`src/rtl/board_ram_arbiter.sv`:
```
// board_ram_arbiter: shares the single-port synchronous board RAM between the
// VGA renderer and the snake game logic. The renderer owns the RAM while
// video_on=1. Game requests are queued in a small FIFO and drained one per
// cycle only while video_on=0, so game updates never disturb a visible frame.
//
// Ports:
//   clock_25, reset          25 MHz clock, asynchronous active-low reset
//   video_on                 1 = active video, renderer owns the RAM
//   vga_rd_addr/vga_rd_data  renderer address in, read data out (1-cycle latency)
//   game_req_*               game request channel (valid/ready, we, addr, wdata)
//   game_rd_valid/_data      one-cycle read response pulse and data
//   fifo_count               number of queued game requests
//   blank_drained            one-cycle pulse when the queue empties in blanking
//   ram_addr/ram_we/ram_wdata/ram_rdata  board RAM port
module board_ram_arbiter #(
    parameter int unsigned ADDR_W     = 11,
    parameter int unsigned DATA_W     = 2,
    parameter int unsigned FIFO_DEPTH = 4
) (
    input  logic                         clock_25,
    input  logic                         reset,
    input  logic                         video_on,
    input  logic [ADDR_W-1:0]            vga_rd_addr,
    output logic [DATA_W-1:0]            vga_rd_data,
    input  logic                         game_req_valid,
    input  logic                         game_req_we,
    input  logic [ADDR_W-1:0]            game_req_addr,
    input  logic [DATA_W-1:0]            game_req_wdata,
    output logic                         game_req_ready,
    output logic                         game_rd_valid,
    output logic [DATA_W-1:0]            game_rd_data,
    output logic [$clog2(FIFO_DEPTH):0]  fifo_count,
    output logic                         blank_drained,
    output logic [ADDR_W-1:0]            ram_addr,
    output logic                         ram_we,
    output logic [DATA_W-1:0]            ram_wdata,
    input  logic [DATA_W-1:0]            ram_rdata
);

    localparam int unsigned PTR_W = $clog2(FIFO_DEPTH);
    localparam int unsigned CNT_W = PTR_W + 1;

    typedef struct packed {
        logic              we;
        logic [ADDR_W-1:0] addr;
        logic [DATA_W-1:0] wdata;
    } entry_t;

    typedef enum logic [1:0] {
        VGA_PHASE   = 2'd0,
        BLANK_SERVE = 2'd1,
        BLANK_IDLE  = 2'd2
    } state_t;

    entry_t             r_mem [FIFO_DEPTH];
    logic [PTR_W-1:0]   r_wr_ptr;
    logic [PTR_W-1:0]   r_rd_ptr;
    logic [CNT_W-1:0]   r_count;
    logic [CNT_W-1:0]   w_count_next;
    state_t             r_state;
    state_t             w_state_next;
    logic               r_rd_valid;
    logic               r_blank_drained;
    logic               w_drain_done;
    logic               w_push;
    logic               w_pop;
    entry_t             w_head;

    // Queue handshake; the head is only eligible from the cycle after its push
    assign game_req_ready = (r_count != CNT_W'(FIFO_DEPTH));
    assign w_push         = game_req_valid & game_req_ready;
    assign w_pop          = ~video_on & (r_count != '0);
    assign w_head         = r_mem[r_rd_ptr];

    assign fifo_count     = r_count;
    assign game_rd_valid  = r_rd_valid;
    assign blank_drained  = r_blank_drained;
    assign vga_rd_data    = ram_rdata;
    assign game_rd_data   = ram_rdata;

    // Queue occupancy after this cycle's push/pop
    always_comb begin
        w_count_next = r_count;
        case ({w_push, w_pop})
            2'b10:   w_count_next = r_count + CNT_W'(1);
            2'b01:   w_count_next = r_count - CNT_W'(1);
            default: w_count_next = r_count;
        endcase
    end

    // Queue storage (no reset needed: contents are qualified by r_count)
    always_ff @(posedge clock_25) begin
        if (w_push) begin
            r_mem[r_wr_ptr] <= '{we: game_req_we, addr: game_req_addr, wdata: game_req_wdata};
        end
    end

    // Queue pointers and count; pointers wrap naturally at a power-of-two depth
    always_ff @(posedge clock_25 or negedge reset) begin
        if (!reset) begin
            r_wr_ptr <= '0;
            r_rd_ptr <= '0;
            r_count  <= '0;
        end else begin
            if (w_push) r_wr_ptr <= r_wr_ptr + PTR_W'(1);
            if (w_pop)  r_rd_ptr <= r_rd_ptr + PTR_W'(1);
            r_count <= w_count_next;
        end
    end

    // RAM port mux; a pop can only happen with video_on=0
    always_comb begin
        ram_addr  = vga_rd_addr;
        ram_we    = 1'b0;
        ram_wdata = '0;
        if (w_pop) begin
            ram_addr  = w_head.addr;
            ram_we    = w_head.we;
            ram_wdata = w_head.wdata;
        end
    end

    // Phase tracking, used to flag the end of a complete blanking drain
    always_ff @(posedge clock_25 or negedge reset) begin
        if (!reset) r_state <= VGA_PHASE;
        else        r_state <= w_state_next;
    end

    always_comb begin
        w_state_next = r_state;
        w_drain_done = 1'b0;
        case (r_state)
            VGA_PHASE: begin
                if (!video_on) w_state_next = (r_count != '0) ? BLANK_SERVE : BLANK_IDLE;
            end
            BLANK_SERVE: begin
                if (video_on) begin
                    w_state_next = VGA_PHASE;
                end else if (w_count_next == '0) begin
                    w_state_next = BLANK_IDLE;
                    w_drain_done = 1'b1;
                end
            end
            BLANK_IDLE: begin
                // A non-empty queue here (push that raced the phase change) is served too
                if (video_on)                       w_state_next = VGA_PHASE;
                else if (w_push || r_count != '0)   w_state_next = BLANK_SERVE;
            end
            default: w_state_next = VGA_PHASE;
        endcase
    end

    // Registered read-response and drain pulses
    always_ff @(posedge clock_25 or negedge reset) begin
        if (!reset) begin
            r_rd_valid      <= 1'b0;
            r_blank_drained <= 1'b0;
        end else begin
            r_rd_valid      <= w_pop & ~w_head.we;
            r_blank_drained <= w_drain_done;
        end
    end

endmodule

```
`config.mk`:
```
export PLATFORM = sky130hd
export DESIGN_NAME = board_ram_arbiter
export DESIGN_NICKNAME = d
export VERILOG_FILES = /design/src/rtl/board_ram_arbiter.sv
export SDC_FILE = /design/constraint.sdc
export NUM_CORES = 1
export LEC_CHECK = 0
export CAP_MARGIN = 20
export CORE_MARGIN = 2
export CORE_UTILIZATION = 27
export CTS_CLUSTER_DIAMETER = 150
export DETAILED_ROUTE_END_ITERATION = 8
export GPL_TIMING_DRIVEN = 0
export PLACE_DENSITY = 0.54
export RECOVER_POWER = 50
export SYNTH_ARGS = -nofsm -noshare
export SYNTH_HDL_FRONTEND = slang
export SYNTH_SLANG_ARGS = --single-unit
```
`constraint.sdc`:
```
create_clock -name clock_25 -period 5.3 [get_ports clock_25]
set_input_delay 0.795 -clock clock_25 [delete_from_list [all_inputs] [get_ports clock_25]]
set_output_delay 0.795 -clock clock_25 [all_outputs]
set_load 0.01 [all_outputs]
```
==> metrics.md <==
| Metric | Value |
|---|---|
| Status | completed |
| Drt drc | 0 |
| I/O pin cnt | 55 |
| Fin Clk Skew | 0.00773 ns |
| Post-route total power | 1.97 mW |
| Area growth, synth to finish | 33.4% |
| EDFF count, synth | 56 |
| Crit-path slowest cell | nor2_1 |
| Max-cap viol count | 0 |
| WL/cell | 15.1 um |
| Count of input and output buffers | 52 |
| WHS | 0.538 ns |
| Comb power frac | 33.7% |
| Via/cell ratio | 4.23 |
| Slew headroom | 43.9% |
| Highest Signal Layer | met4 |
| Worst-case clock buffer depth | 2 |
| Post-detail-place hpwl | 3480 um |
| Routed wl met3 | 347 um |
| H-tree Lvls | 3 |
| # hold bufs at CTS | 0 |
| Worst-Margin Slew | 0.841 ns |
| CP arrival | 3.08 ns |
| Total track usage | 10.5% |
| WL final | 5290 um |
| Switch Pwr | 0.540 mW |
| Type of element launching the critical path | input port |
| Syn Nets | 184 |
| Final setup fails | 0 |
| First-pass GRT wire length | 8690 um |
| Reg-to-Reg Start | fifo_count[0] |
| Tightest Hold Check Type | register to register |
| Cell count along the critical path | 5 |
| Worst Reg-to-Reg Cells | 10 |
| Initial antenna violation count | 0 |
| Met2 wire len | 2480 um |
| Number of global-route vias before repair | 1595 |
| Total number of vias | 1485 |
| Overflow left after global routing | 0 |
| Post-synthesis async set-or-reset flop share | 16.4% |
| Pwr per Cell Area | 520 nW/um2 |
| Leakage power | 1.38 nW |
| Cell mode on critical path | clkdlybuf4s50_1 |
| Clock transition at path regs | 0.07 ns |
| Die W | 107 um |
| Internal reg-to-reg setup slack | 2.17 ns |
| WP data required | 4.51 ns |
| DRT iter0 DRCs | 37 |
| Core Footprint | 10300 um2 |
| Crit path launch | video_on |
| Die area | 11400 um2 |
| Peak VDD IR | 0.000203 V |
| CP delay by family, top | buffers and inverters |
| Clock Tree Root | clkbuf_8 |
| Final cell count without fillers | 351 |
| Clk_lat worst skew | 0.34 ns |
| Resized Gates After CTS | 0 |
| Ys flop type | edfxtp_1 |
| FMAX | 258 MHz |
| Final Critical Period | 3.87 ns |
| Int Power | 1.43 mW |
| Cell variety after synth | 30 |
| # rows | 37 |
| Mapped Area | 2850 um2 |
| Clock sink count | 67 |
| Slew Viols, Final | 0 |
| Largest stage delay, worst path | 0.65 ns |
| Post-synthesis sequential area ratio | 68.7% |
| Total negative slack | 0 ns |
| Final Hold Violating Endpoints | 0 |
| Clock share of power | 27.7% |
| Largest net degree at the start of global routing | 15 |
| Placed Cells | 335 |
| Crit. End Element | primary output |
| Final-layout fill cell count | 967 |
| Seq pwr share | 38.6% |
| Die Y | 107 um |
| Capture point of the worst path | ram_addr[0] |
| Post-synthesis sequential element count | 67 |
| R2R Path End | r_state[0] |
| Crit-path cells | clkdlybuf4s50_1 > nor2_1 > buf_4 > mux2_4 > clkdlybuf4s50_1 |
| RSZ-0062 raised after global routing | no |
| CP Max Fanout | 10 |
| Total Nets Final | 247 |
| Ys Warns | 0 |
| Kind of critical path | input port to primary output |
| Initial core utilization | 27.7% |
| Routed Antenna Nets | 0 |
| CP bufs+invs | 3 |
| RePlAce Congestion | 0.702 |
| Setup bufs post-CTS | 0 |
| Fraction of layout cells with a size suffix above 1 | 19.5% |
| First-pass detailed-route iteration total | 4 |
| N_diodes | 0 |
| Mean Syn Cell Area | 19.4 um2 |
| Met1 wire length | 2410 um |
| Clock buffer count from CTS | 9 |
| Fin crit share | 73.1% |
| Net Sw Frac | 27.4% |
| Synth Instances | 147 |
| CTS tree | built |
==> cell families after synthesis <==
family	share of synthesized area, %
flip-flops	68.7
AND/OR/NAND/NOR	4.13
adder cells (fa/ha/maj)	2.90
AO/OA/AOI/OAI	1.76
multiplexers	17.5
XOR/XNOR	1.54
buffers and inverters	3.38
==> area by class of cell <==
| cell class | instances | area (um2) | area share [%] |
|---|---|---|---|
| Sequential cell | 67 | 1960 | 51.5 |
| Tap cell | 136 | 170 | 4.48 |
| Buffer | 8 | 72.6 | 1.91 |
| Clock inverter | 7 | 140 | 3.69 |
| Clock buffer | 9 | 124 | 3.26 |
| Inverter | 6 | 22.5 | 0.593 |
| Timing Repair Buffer | 52 | 520 | 13.7 |
| Multi-Input combinational cell | 66 | 791 | 20.8 |
==> synthesized netlist by cell type (4+ instances only) <==
| cell type | number | share of area [%] |
|---|---|---|
| mux4_1 | 8 | 7.4 |
| inv_1 | 6 | 0.79 |
| and3_1 | 4 | 0.88 |
| mux2_2 | 7 | 2.8 |
| mux4_2 | 6 | 4.7 |
| dfrtp_1 | 11 | 9.7 |
| buf_4 | 5 | 1.3 |
| nand2_1 | 5 | 0.66 |
| and2_1 | 4 | 0.88 |
| edfxtp_1 | 56 | 59 |
| mux2_4 | 5 | 2.6 |
| nor2_1 | 4 | 0.53 |
| ha_1 | 5 | 2.2 |
==> through the flow <==
step / instance area [um2] / util, % / worst slack (ns)
after global routing: 3800 / 36.9 / 1.24
after global placement: 3540 / 34.4 / 1.62
after floorplan: 2850 / - / 2.53
after detailed placement: 3540 / 34.4 / 1.61
after CTS: 3800 / 37.0 / 1.61
final: 3800 / 36.9 / 1.43
==> how the worst min path moves through the flow <==
stage,cells past startpoint,start,slack (ns),endpoint
floorplan,1,r_state[0],0.49,r_state[1]
global placement,1,r_state[0],0.51,r_state[1]
detailed placement,1,r_state[0],0.53,r_state[1]
CTS,1,r_state[0],0.53,r_state[1]
global route,1,r_state[0],0.59,r_state[1]
finish,1,r_state[0],0.54,r_state[1]
==> power by group through the flow <==
stage	Combinational [mW]	Clock, mW	Sequential [mW]
4_1_cts	0.687	0.559	0.765
5_1_grt	0.731	0.585	0.779
3_3_place_gp	0.681	0	0.770
6_report	0.664	0.547	0.762
3_5_place_dp	0.684	0	0.775
2_1_floorplan	0.424	0	0.764
==> state kept, by name, indices dropped and copies added (netlist names) <==
signal	count
r_rd_ptr	2
r_wr_ptr	2
blank_drained	1
r_mem	56
r_state	2
game_rd_valid	1
fifo_count	3
==> cells in the final DEF, fill, tap and decap left out, types with 2 or more instances in the layout <==
cell             instances
dlygate4sd3_1           18
and2_1                   3
inv_1                    6
xnor2_1                  3
mux2_4                   5
xor2_1                   2
bufinv_16                4
mux4_2                   6
edfxtp_1                56
o21ai_0                  2
buf_4                    5
ha_1                     5
nor2_1                   5
nand2_1                  5
clkdlybuf4s50_1         34
and3_1                   4
dfrtp_1                 11
mux2_2                   7
mux4_1                   8
clkbuf_8                 9
==> metal layers <==
metal / vias up / global-route usage (%)
met3: 4 / 4.32
met5: - / 0
met1: 728 / 13.1
li1: 700 / -
met2: 53 / 16.6
met4: 0 / 3.62
(Power assumes the default switching activity.)
